<file path="src/rtl/periph_bus_arbiter_pkg.sv">
// Shared definitions for the two-master peripheral bus arbiter.
package periph_bus_arbiter_pkg;

    typedef enum logic [1:0] {
        IDLE  = 2'd0,
        ISSUE = 2'd1,
        DONE  = 2'd2
    } state_e;

    localparam logic M_CPU = 1'b0;
    localparam logic M_AUX = 1'b1;

endpackage

</file>
<file path="src/rtl/periph_bus_arbiter_pick.sv">
// Winner selection between the CPU and auxiliary masters; only meaningful when a request is present.
module periph_arb_pick
    import periph_bus_arbiter_pkg::*;
#(
    parameter int CPU_PRIO = 1,
    parameter int MAX_WAIT = 4
) (
    input  logic [1:0] reqs,
    input  logic       locked,
    input  logic [3:0] wait_cnt,
    input  logic       rr_last,
    output logic       grant
);

    always_comb begin
        grant = M_CPU;
        if (locked) begin
            grant = M_CPU;
        end else if (CPU_PRIO != 0) begin
            // Aging overrides CPU priority once the aux master has waited long enough.
            if (reqs[M_AUX] && wait_cnt == 4'(MAX_WAIT)) grant = M_AUX;
            else if (reqs[M_CPU])                         grant = M_CPU;
            else                                          grant = M_AUX;
        end else begin
            if (&reqs)              grant = ~rr_last;
            else if (reqs[M_CPU])   grant = M_CPU;
            else                    grant = M_AUX;
        end
    end

endmodule

</file>
<file path="src/rtl/periph_bus_arbiter.sv">
// Serialises CPU and auxiliary master accesses onto the single peripheral register bus.
module periph_bus_arbiter
    import periph_bus_arbiter_pkg::*;
#(
    parameter int ADDR_W   = 32,
    parameter int DATA_W   = 32,
    parameter int CPU_PRIO = 1,
    parameter int MAX_WAIT = 4
) (
    input  logic              clk,
    input  logic              reset,
    input  logic              m0_req,
    input  logic              m0_wr,
    input  logic              m0_lock,
    input  logic [ADDR_W-1:0] m0_addr,
    input  logic [DATA_W-1:0] m0_wdata,
    output logic              m0_ack,
    output logic [DATA_W-1:0] m0_rdata,
    input  logic              m1_req,
    input  logic              m1_wr,
    input  logic [ADDR_W-1:0] m1_addr,
    input  logic [DATA_W-1:0] m1_wdata,
    output logic              m1_ack,
    output logic [DATA_W-1:0] m1_rdata,
    output logic              s_rd,
    output logic              s_wr,
    output logic [ADDR_W-1:0] s_addr,
    output logic [DATA_W-1:0] s_wdata,
    input  logic [DATA_W-1:0] s_rdata,
    output logic              owner,
    output logic              busy
);

    state_e            state_q, state_d;
    logic              owner_q, owner_d;
    logic              locked_q, locked_d;
    logic [3:0]        wait_q, wait_d;
    logic              rr_last_q, rr_last_d;
    logic              wr_q, wr_d;
    logic [ADDR_W-1:0] addr_q, addr_d;
    logic [DATA_W-1:0] wdata_q, wdata_d;
    logic [DATA_W-1:0] rdata_q, rdata_d;
    logic              gnt;
    logic              any_req;

    periph_arb_pick #(
        .CPU_PRIO (CPU_PRIO),
        .MAX_WAIT (MAX_WAIT)
    ) u_pick (
        .reqs     ({m1_req, m0_req}),
        .locked   (locked_q),
        .wait_cnt (wait_q),
        .rr_last  (rr_last_q),
        .grant    (gnt)
    );

    // While locked, a pending aux request alone must not start a transaction.
    assign any_req = locked_q ? m0_req : (m0_req | m1_req);

    always_comb begin
        state_d   = state_q;
        owner_d   = owner_q;
        locked_d  = locked_q;
        wait_d    = wait_q;
        rr_last_d = rr_last_q;
        wr_d      = wr_q;
        addr_d    = addr_q;
        wdata_d   = wdata_q;
        rdata_d   = rdata_q;
        case (state_q)
            IDLE: begin
                if (any_req) begin
                    state_d   = ISSUE;
                    owner_d   = gnt;
                    rr_last_d = gnt;
                    if (gnt == M_CPU) begin
                        wr_d     = m0_wr;
                        addr_d   = m0_addr;
                        wdata_d  = m0_wdata;
                        locked_d = m0_lock;
                        if (CPU_PRIO != 0) begin
                            if (!m1_req)                       wait_d = '0;
                            else if (wait_q != 4'(MAX_WAIT))   wait_d = wait_q + 4'd1;
                        end
                    end else begin
                        wr_d    = m1_wr;
                        addr_d  = m1_addr;
                        wdata_d = m1_wdata;
                        wait_d  = '0;
                    end
                end
            end
            ISSUE: begin
                rdata_d = wr_q ? '0 : s_rdata;
                state_d = DONE;
            end
            DONE:    state_d = IDLE;
            default: state_d = IDLE;
        endcase
    end

    always_ff @(posedge clk or negedge reset) begin
        if (!reset) begin
            state_q   <= IDLE;
            owner_q   <= M_CPU;
            locked_q  <= 1'b0;
            wait_q    <= '0;
            rr_last_q <= M_AUX;
            wr_q      <= 1'b0;
            addr_q    <= '0;
            wdata_q   <= '0;
            rdata_q   <= '0;
        end else begin
            state_q   <= state_d;
            owner_q   <= owner_d;
            locked_q  <= locked_d;
            wait_q    <= wait_d;
            rr_last_q <= rr_last_d;
            wr_q      <= wr_d;
            addr_q    <= addr_d;
            wdata_q   <= wdata_d;
            rdata_q   <= rdata_d;
        end
    end

    assign s_rd     = (state_q == ISSUE) && !wr_q;
    assign s_wr     = (state_q == ISSUE) && wr_q;
    assign s_addr   = addr_q;
    assign s_wdata  = wdata_q;
    assign m0_ack   = (state_q == DONE) && (owner_q == M_CPU);
    assign m1_ack   = (state_q == DONE) && (owner_q == M_AUX);
    assign m0_rdata = m0_ack ? rdata_q : '0;
    assign m1_rdata = m1_ack ? rdata_q : '0;
    assign owner    = owner_q;
    assign busy     = (state_q == ISSUE) || (state_q == DONE);

endmodule
</file>
<file path="config.mk">
export PLATFORM = sky130hd
export DESIGN_NAME = periph_bus_arbiter
export DESIGN_NICKNAME = d
export VERILOG_FILES = /design/src/rtl/periph_bus_arbiter_pkg.sv /design/src/rtl/periph_bus_arbiter_pick.sv /design/src/rtl/periph_bus_arbiter.sv
export SDC_FILE = /design/constraint.sdc
export NUM_CORES = 1
export LEC_CHECK = 0
export ABC_CLOCK_PERIOD_IN_PS = 4100
export CORE_MARGIN = 2
export CORE_UTILIZATION = 42
export DETAILED_ROUTE_END_ITERATION = 8
export PLACE_DENSITY = 0.85
export SYNTH_ARGS = -nofsm -noshare
export SYNTH_HDL_FRONTEND = slang
export SYNTH_SLANG_ARGS = --single-unit
</file>
<file path="constraint.sdc">
create_clock -name clk -period 4.1 [get_ports clk]
set_input_delay 0.41 -clock clk [delete_from_list [all_inputs] [get_ports clk]]
set_output_delay 0.41 -clock clk [all_outputs]
set_load 0.02 [all_outputs]
</file>
==> results of run 1 <==
## state kept, by name (all words and copies together), names as in the netlist
register / cells
locked_q: 1
owner: 1
wait_q: 4
s_addr: 32
rdata_q: 32
wr_q: 1
s_wdata: 32
state_q: 2
## through the flow
stage                     cell area, µm²  cells  hold WS (ps)
after floorplan                     5260    541           114
after global placement              8340    976           504
after detailed placement            8340    976           517
after CTS                           8640    990           267
after global routing                8640    990           311
final                               8640    990           225
## kinds of logic after synthesis
| kind of cell | count (synthesis) |
|---|---|
| and+or+nand+nor | 177 |
| buffers and inverters | 78 |
| DFF | 105 |
| adders and majority gates | 6 |
| AOI/OAI and AO/OA | 107 |
| muxes | 68 |
## layer usage
| metal | share of wire [%] | vias up | global-route usage, % |
|---|---|---|---|
| met5 | 0 | - | 0 |
| met4 | 2.6 | 0 | 8.73 |
| met3 | 8.7 | 30 | 6.49 |
| met2 | 52 | 216 | 42.7 |
| met1 | 36 | 2312 | 26.3 |
| li1 | - | 2378 | - |
## Yosys cell counts (all sizes together)
| cell type | instances |
|---|---|
| a21boi | 1 |
| a21o | 2 |
| a21oi | 66 |
| a22o | 2 |
| a32o | 1 |
| and2 | 34 |
| and3 | 34 |
| buf | 18 |
| clkbuf | 23 |
| dfrtp | 105 |
| ha | 6 |
| inv | 37 |
| mux2 | 2 |
| mux2i | 66 |
| nand2 | 6 |
| nand2b | 1 |
| nand3 | 1 |
| nand3b | 31 |
| nand4b | 1 |
| nor2 | 66 |
| nor2b | 3 |
| o21a | 1 |
| o21ai | 33 |
| o22ai | 1 |
## final cells by class
type | instances | area (µm²) | area share (%)
timing repair buffer | 308 | 3060 | 35.4
sequential | 105 | 2630 | 30.4
multi-input combinational | 358 | 2310 | 26.7
clock buffer | 10 | 229 | 2.65
tap | 168 | 210 | 2.43
inverter | 37 | 139 | 1.61
clock inverter | 4 | 70.1 | 0.811
## placed cells by master, fill, tap and decap left out
master	netlist	layout
nand3_1	1	1
a21oi_1	65	65
clkbuf_16	0	9
bufinv_16	0	2
dfrtp_1	105	105
clkbuf_1	23	1
a21o_1	2	2
nand3b_1	31	31
nand2b_1	1	1
clkdlybuf4s50_1	0	299
mux2_2	1	1
ha_1	6	5
nor2b_1	3	3
o21ai_0	33	33
buf_4	3	9
a22o_1	2	2
mux2i_1	66	66
o22ai_1	1	1
nor2_1	66	66
a32o_1	1	1
mux2_1	1	1
ha_2	0	1
inv_1	37	37
nand4b_1	1	1
and2_1	34	34
a21oi_4	0	1
nand2_1	6	6
a21boi_0	1	1
clkinv_2	0	2
o21a_4	0	1
and3_1	34	34
## worst min-delay path by stage
stage	start	to	slack, ps	cells past startpoint
floorplan	reset	locked_q	110	0
global placement	s_addr[24]	s_addr[24]	500	2
detailed placement	s_addr[27]	s_addr[27]	520	2
CTS	reset	rdata_q[1]	270	1
global route	reset	rdata_q[2]	310	1
finish	reset	rdata_q[1]	220	1
## power by group through the flow
stage	clock network, µW	registers (µW)	logic [µW]
2_1_floorplan	0	2100	1230
3_3_place_gp	0	1800	2700
3_5_place_dp	0	1830	2770
4_1_cts	906	1810	2790
5_1_grt	943	1870	2970
6_report	883	1810	2760
==> run_summary.xml, run 1 <==
<?xml version="1.0" encoding="UTF-8"?>
<metrics>
  <group name="critical_path">
    <metric name="dominant_delay_contributor_by_cell_family_on_the_critical_path" unit="">buffers and inverters</metric>
    <metric name="regToRegEndpoint" unit="">s_addr[23]</metric>
    <metric name="cp_num_buf_inv" unit="">4</metric>
    <metric name="worst-path-stages" unit="">7</metric>
    <metric name="timing.critical_path.from_type" unit="">flip-flop</metric>
    <metric name="ff2ff_setup_slack" unit="ps">1820</metric>
    <metric name="critical_path_launch_point" unit="">state_q[0]</metric>
    <metric name="crit_chain" unit="">inv_1, ha_1, buf_4, nor2b_1, buf_4, and2_1, clkdlybuf4s50_1</metric>
    <metric name="crit_path_capture" unit="">m0_rdata[12]</metric>
    <metric name="cp-end-kind" unit="">output port</metric>
    <metric name="arrival_time_of_data_at_the_critical_path_endpoint" unit="ps">2650</metric>
    <metric name="crit_top_cell" unit="">buf_4</metric>
    <metric name="critPathSlowestCell" unit="">clkdlybuf4s50_1</metric>
    <metric name="worstRegToRegCells" unit="">6</metric>
    <metric name="kind_of_critical_path" unit="">reg -&gt; out</metric>
    <metric name="r2r_start" unit="">state_q[1]</metric>
    <metric name="max_stage_delay" unit="ps">630</metric>
    <metric name="critical_path_required" unit="ps">3690</metric>
    <metric name="crit_path_max_fanout" unit="">34</metric>
  </group>
  <group name="drt">
    <metric name="viasPerCell" unit="">4.99</metric>
    <metric name="drc" unit="">0</metric>
    <metric name="detail_route.iter0.violations" unit="">222</metric>
    <metric name="router_iterations_before_antenna_repair" unit="">4</metric>
    <metric name="num_vias" unit="">4936</metric>
    <metric name="wirelength_per_cell" unit="µm">16.2</metric>
    <metric name="postRouteAntennaNets" unit="">0</metric>
    <metric name="routed_wl" unit="mm">16.1</metric>
  </group>
  <group name="power_and_ir_drop">
    <metric name="powerDensity" unit="mW/mm²">631</metric>
    <metric name="proportion_of_power_drawn_by_combinational_gates" unit="%">50.7</metric>
    <metric name="proportion_of_total_power_due_to_net_switching" unit="%">39.9</metric>
    <metric name="power.leakage" unit="µW">0.00368</metric>
    <metric name="clock_power_share" unit="%">16.2</metric>
    <metric name="power.switching" unit="µW">2170</metric>
    <metric name="fin_total_pwr" unit="µW">5450</metric>
    <metric name="irDropWorstVdd" unit="mV">0.413</metric>
    <metric name="power.internal" unit="µW">3280</metric>
    <metric name="power_frac_seq" unit="%">33.1</metric>
  </group>
  <group name="sta">
    <metric name="setup_ws" unit="ps">1040</metric>
    <metric name="final_max_slew_viol_count" unit="">0</metric>
    <metric name="achievable-frequency" unit="GHz">0.327</metric>
    <metric name="grt_setup_unrepaired" unit="">no</metric>
    <metric name="timing.final.setup_violations" unit="">0</metric>
    <metric name="period_share" unit="%">74.6</metric>
    <metric name="hold_violations" unit="">0</metric>
    <metric name="max_slew.worst_pin.slew" unit="ps">989</metric>
    <metric name="layout_min_cycle_time" unit="ps">3060</metric>
    <metric name="clock-skew-final" unit="ps">6.46</metric>
    <metric name="max_slew_margin" unit="%">34.1</metric>
    <metric name="final_tns_setup" unit="ps">0</metric>
  </group>
  <group name="logic_synthesis">
    <metric name="synth_compound_area_share" unit="%">10.7</metric>
    <metric name="synthAdderAreaFrac" unit="%">1.43</metric>
    <metric name="yosys-mux-area-fraction" unit="%">13.0</metric>
    <metric name="synthXorXnorAreaFrac" unit="%">0</metric>
    <metric name="synth_top_area_share" unit="%">49.9</metric>
    <metric name="post_synth.cell_area_avg" unit="µm²">9.73</metric>
    <metric name="synth.area.top_cells" unit="">dfrtp_1 (50%), mux2i_1 (13%), a21oi_1 (6.2%), nor2_1 (4.7%), nand3b_1 (4.4%)</metric>
    <metric name="post_synth_and_or_nand_nor_area_fraction" unit="%">18.4</metric>
    <metric name="synth.yosys.seq_area_share" unit="%">49.9</metric>
    <metric name="synth.lib_cells_used.distinct" unit="">29</metric>
    <metric name="netlist_instances" unit="">541</metric>
    <metric name="mappedNetlistArea" unit="mm²">0.00526</metric>
    <metric name="yosysTopAreaCell" unit="">dfrtp_1</metric>
    <metric name="synthesis.yosys.warnings" unit="">0</metric>
    <metric name="synth.ff_latch_count" unit="">105</metric>
    <metric name="synthesis.nets" unit="">714</metric>
    <metric name="synth_top_family_by_area" unit="">simple AND/OR/NAND/NOR gates</metric>
  </group>
  <group name="placed_design">
    <metric name="io_buffers" unit="">300</metric>
    <metric name="gpl.final_weighted_congestion" unit="">0.818</metric>
    <metric name="post-dp-hpwl" unit="mm">12.4</metric>
    <metric name="dpl_worst_slack" unit="ps">1390</metric>
  </group>
  <group name="clock_tree">
    <metric name="cts-hold-fix-buffers" unit="">0</metric>
    <metric name="numCtsBuffers" unit="">9</metric>
    <metric name="clock_tree.buffer_depth" unit="">2</metric>
    <metric name="clock_tree_from_tritoncts" unit="">built</metric>
    <metric name="clock_sink_count" unit="">105</metric>
    <metric name="postCtsResizedCells" unit="">0</metric>
    <metric name="clkSlewWorstSetupHoldPaths" unit="ps">70</metric>
    <metric name="cts.htree.levels" unit="">3</metric>
    <metric name="clockRootBuffer" unit="">clkbuf_16</metric>
    <metric name="worst_skew_pair.late_latency" unit="ps">340</metric>
    <metric name="cts.repair_timing.setup_buffer_count" unit="">0</metric>
  </group>
  <group name="floorplan">
    <metric name="ios" unit="">301</metric>
    <metric name="rows" unit="">40</metric>
    <metric name="initial_core_util" unit="%">43.4</metric>
    <metric name="fp.dieArea" unit="mm²">0.0134</metric>
    <metric name="chipWidth" unit="µm">116</metric>
    <metric name="die_span_y" unit="µm">116</metric>
    <metric name="placeableCoreArea" unit="mm²">0.0121</metric>
  </group>
  <group name="final_layout">
    <metric name="nFillCells" unit="">921</metric>
    <metric name="fraction_of_layout_cells_with_a_size_suffix_above_1" unit="%">3.16</metric>
    <metric name="fin_nets" unit="">992</metric>
    <metric name="n_antenna_cell" unit="">0</metric>
    <metric name="final_core_util" unit="%">71.4</metric>
    <metric name="layout-area-overhead-vs-synth" unit="%">64.3</metric>
  </group>
  <group name="run_status">
    <metric name="run_status" unit="">completed</metric>
  </group>
  <group name="global_route">
    <metric name="initial_antenna_violation_count" unit="">0</metric>
    <metric name="grt_start_max_net_pins" unit="">79</metric>
    <metric name="number_of_global_route_vias_before_repair" unit="">4807</metric>
    <metric name="first_pass_grt_wire_length" unit="mm">24.4</metric>
    <metric name="overall_global_routing_usage" unit="%">23.5</metric>
    <metric name="globalRouteOverflowTotal" unit="">0</metric>
  </group>
  <group name="worst_hold_path">
    <metric name="min_path_type" unit="">in -&gt; async</metric>
  </group>
  <group name="flow_run">
    <metric name="max-cap-violations" unit="">0</metric>
  </group>
</metrics>
Power figures use the tool's default switching activity.
==> inputs of run 2 (changes only) <==
--- a/config.mk
+++ b/config.mk
@@ -5,11 +5,11 @@
 export SDC_FILE = /design/constraint.sdc
 export NUM_CORES = 1
 export LEC_CHECK = 0
-export ABC_CLOCK_PERIOD_IN_PS = 4100
+export ABC_CLOCK_PERIOD_IN_PS = 2800
 export CORE_MARGIN = 2
-export CORE_UTILIZATION = 42
+export CORE_UTILIZATION = 35
 export DETAILED_ROUTE_END_ITERATION = 8
-export PLACE_DENSITY = 0.85
+export PLACE_DENSITY = 0.76
 export SYNTH_ARGS = -nofsm -noshare
 export SYNTH_HDL_FRONTEND = slang
 export SYNTH_SLANG_ARGS = --single-unit
==> constraint.sdc (replaced) <==
create_clock -name clk -period 2.8 [get_ports clk]
set_input_delay 0.28 -clock clk [delete_from_list [all_inputs] [get_ports clk]]
set_output_delay 0.28 -clock clk [all_outputs]
set_load 0.02 [all_outputs]
==> run 2 against run 1 <==
Compared with the run above:
- flip-flop and latch count unchanged
- hold slack better by 270 ps
- sequential share of layout area down 0.49 points
- clock skew up 0.97 ps
- cell count up 2.7%
- global-route usage down 3.4 points
- critical endpoint is now m0_rdata[28]
==> run_summary.xml, run 2 (same netlist as run 1, synthesis figures left out) <==
<?xml version="1.0" encoding="UTF-8"?>
<metrics>
  <group name="drt">
    <metric name="num_vias" unit="">4921</metric>
    <metric name="routed_wl" unit="mm">16.2</metric>
    <metric name="drc" unit="">0</metric>
    <metric name="postRouteAntennaNets" unit="">0</metric>
    <metric name="wirelength_per_cell" unit="µm">15.9</metric>
    <metric name="detail_route.iter0.violations" unit="">166</metric>
    <metric name="viasPerCell" unit="">4.84</metric>
    <metric name="router_iterations_before_antenna_repair" unit="">4</metric>
  </group>
  <group name="run_status">
    <metric name="run_status" unit="">completed</metric>
  </group>
  <group name="global_route">
    <metric name="first_pass_grt_wire_length" unit="mm">25.8</metric>
    <metric name="globalRouteOverflowTotal" unit="">0</metric>
    <metric name="grt_start_max_net_pins" unit="">60</metric>
    <metric name="number_of_global_route_vias_before_repair" unit="">4974</metric>
    <metric name="initial_antenna_violation_count" unit="">0</metric>
    <metric name="overall_global_routing_usage" unit="%">20.1</metric>
  </group>
  <group name="critical_path">
    <metric name="critical_path_required" unit="ps">2520</metric>
    <metric name="kind_of_critical_path" unit="">reg -&gt; out</metric>
    <metric name="crit_path_max_fanout" unit="">33</metric>
    <metric name="cp-end-kind" unit="">output port</metric>
    <metric name="arrival_time_of_data_at_the_critical_path_endpoint" unit="ps">2210</metric>
    <metric name="timing.critical_path.from_type" unit="">flip-flop</metric>
  </group>
  <group name="floorplan">
    <metric name="fp.dieArea" unit="mm²">0.0160</metric>
    <metric name="die_span_y" unit="µm">127</metric>
    <metric name="rows" unit="">44</metric>
    <metric name="chipWidth" unit="µm">127</metric>
    <metric name="placeableCoreArea" unit="mm²">0.0146</metric>
    <metric name="initial_core_util" unit="%">36.1</metric>
    <metric name="ios" unit="">301</metric>
  </group>
  <group name="final_layout">
    <metric name="most_frequent_standard_cell_in_the_layout_excluding_fill_and_tap_cells" unit="">clkdlybuf4s50_1</metric>
    <metric name="n_antenna_cell" unit="">0</metric>
    <metric name="fraction_of_layout_cells_with_a_size_suffix_above_1" unit="%">4.20</metric>
    <metric name="layout-area-overhead-vs-synth" unit="%">66.9</metric>
    <metric name="fin_nets" unit="">1001</metric>
    <metric name="most-common-layout-cells" unit="">clkdlybuf4s50_1 (299), dfrtp_1 (105), mux2i_1 (66), nor2_1 (66), a21oi_1 (65)</metric>
  </group>
  <group name="sta">
    <metric name="hold_violations" unit="">0</metric>
    <metric name="grt_setup_unrepaired" unit="">no</metric>
    <metric name="clock-skew-final" unit="ps">7.42</metric>
    <metric name="worst_slack_on_hold_paths" unit="ps">499</metric>
    <metric name="final_max_slew_viol_count" unit="">0</metric>
    <metric name="period_share" unit="%">89.0</metric>
    <metric name="timing.final.setup_violations" unit="">0</metric>
    <metric name="achievable-frequency" unit="GHz">0.401</metric>
    <metric name="layout_min_cycle_time" unit="ps">2490</metric>
    <metric name="max_slew.worst_pin.slew" unit="ps">615</metric>
    <metric name="max_slew_margin" unit="%">59.0</metric>
    <metric name="final_tns_setup" unit="ps">0</metric>
  </group>
  <group name="worst_hold_path">
    <metric name="min_path_type" unit="">in -&gt; async</metric>
  </group>
  <group name="power_and_ir_drop">
    <metric name="irDropWorstVdd" unit="mV">0.442</metric>
    <metric name="power.leakage" unit="µW">0.00374</metric>
    <metric name="powerDensity" unit="mW/mm²">920</metric>
    <metric name="fin_total_pwr" unit="µW">8080</metric>
  </group>
  <group name="clock_tree">
    <metric name="clock_sink_count" unit="">105</metric>
    <metric name="clock_tree.buffer_depth" unit="">2</metric>
    <metric name="clock_tree_from_tritoncts" unit="">built</metric>
    <metric name="cts.repair_timing.setup_buffer_count" unit="">0</metric>
    <metric name="worst_skew_pair.late_latency" unit="ps">330</metric>
    <metric name="clkSlewWorstSetupHoldPaths" unit="ps">70</metric>
    <metric name="postCtsResizedCells" unit="">0</metric>
    <metric name="clockRootBuffer" unit="">clkbuf_16</metric>
    <metric name="cts.htree.levels" unit="">3</metric>
    <metric name="numCtsBuffers" unit="">9</metric>
  </group>
  <group name="placed_design">
    <metric name="io_buffers" unit="">300</metric>
    <metric name="post-dp-hpwl" unit="mm">12.6</metric>
    <metric name="gpl.final_weighted_congestion" unit="">0.823</metric>
  </group>
  <group name="flow_run">
    <metric name="max-cap-violations" unit="">0</metric>
  </group>
</metrics>
run 2: changes by cell type in the layout (fill, tap and decap cells not counted):
cell / previous run / this run
buf_12: 0 / 4
buf_4: 9 / 13
bufinv_16: 2 / 1
clkbuf_1: 1 / 2
clkbuf_8: 0 / 1
clkinv_2: 2 / 1
clkinv_4: 0 / 2
dlygate4sd3_1: 0 / 1
run 2: area by class of cell:
cell class	count	area, µm²
sequential	105	2630
multi-input combinational	358	2310
tap	184	230
fill	1228	5810
clock inverter	4	52.6
timing repair buffer	317	3180
clock buffer	12	246
inverter	37	139
run 2: layer usage:
metal / vias up / GRT usage (%) / routed length [µm]
met5: - / 0 / 0
met4: 0 / 6.08 / 282
met3: 19 / 4.43 / 1160
met2: 207 / 36.1 / 8190
met1: 2295 / 24.1 / 6530
li1: 2400 / - / -
run 2: final timing paths:
check	slack [ps]	cells after the start	endpoint	from
worst max register to register	680	7	s_wdata[25]	wait_q[0]
worst min register to register	520	2	s_addr[21]	s_addr[21]
min in group clk	520	3	locked_q	m0_lock
max in group asynchronous	1560	3	s_addr[21]	reset
worst max-delay path	310	6	m0_rdata[28]	state_q[0]
worst min-delay path	500	2	s_addr[10]	reset
run 2: worst max-delay path, stage by stage, from the launching register on:
cell             delay, ps
dfrtp_1                400
inv_1                  110
ha_1                   170
nor2b_1                130
buf_4                  270
and2_1                 190
clkdlybuf4s50_1        610
run 2: power by group:
| group | switching, µW | internal (µW) |
|---|---|---|
| logic | 2270 | 1950 |
| registers | 429 | 2170 |
| clock network | 542 | 721 |
| total | 3240 | 4840 |
run 2: stage by stage:
stage	instances	worst slack [ps]	utilization [%]	area [µm²]
5_1_grt	1017	135	60.2	8780
6_report	1017	309	60.2	8780
2_1_floorplan	541	927	-	5260
4_1_cts	1017	264	60.2	8780
3_5_place_dp	1000	539	58.1	8470
3_3_place_gp	1000	610	58.1	8470
run 2: repair_timing:
item	CTS	global route
hold buffers	1	0
setup endpoints to repair	0	0
endpoints found under the hold margin	46	0
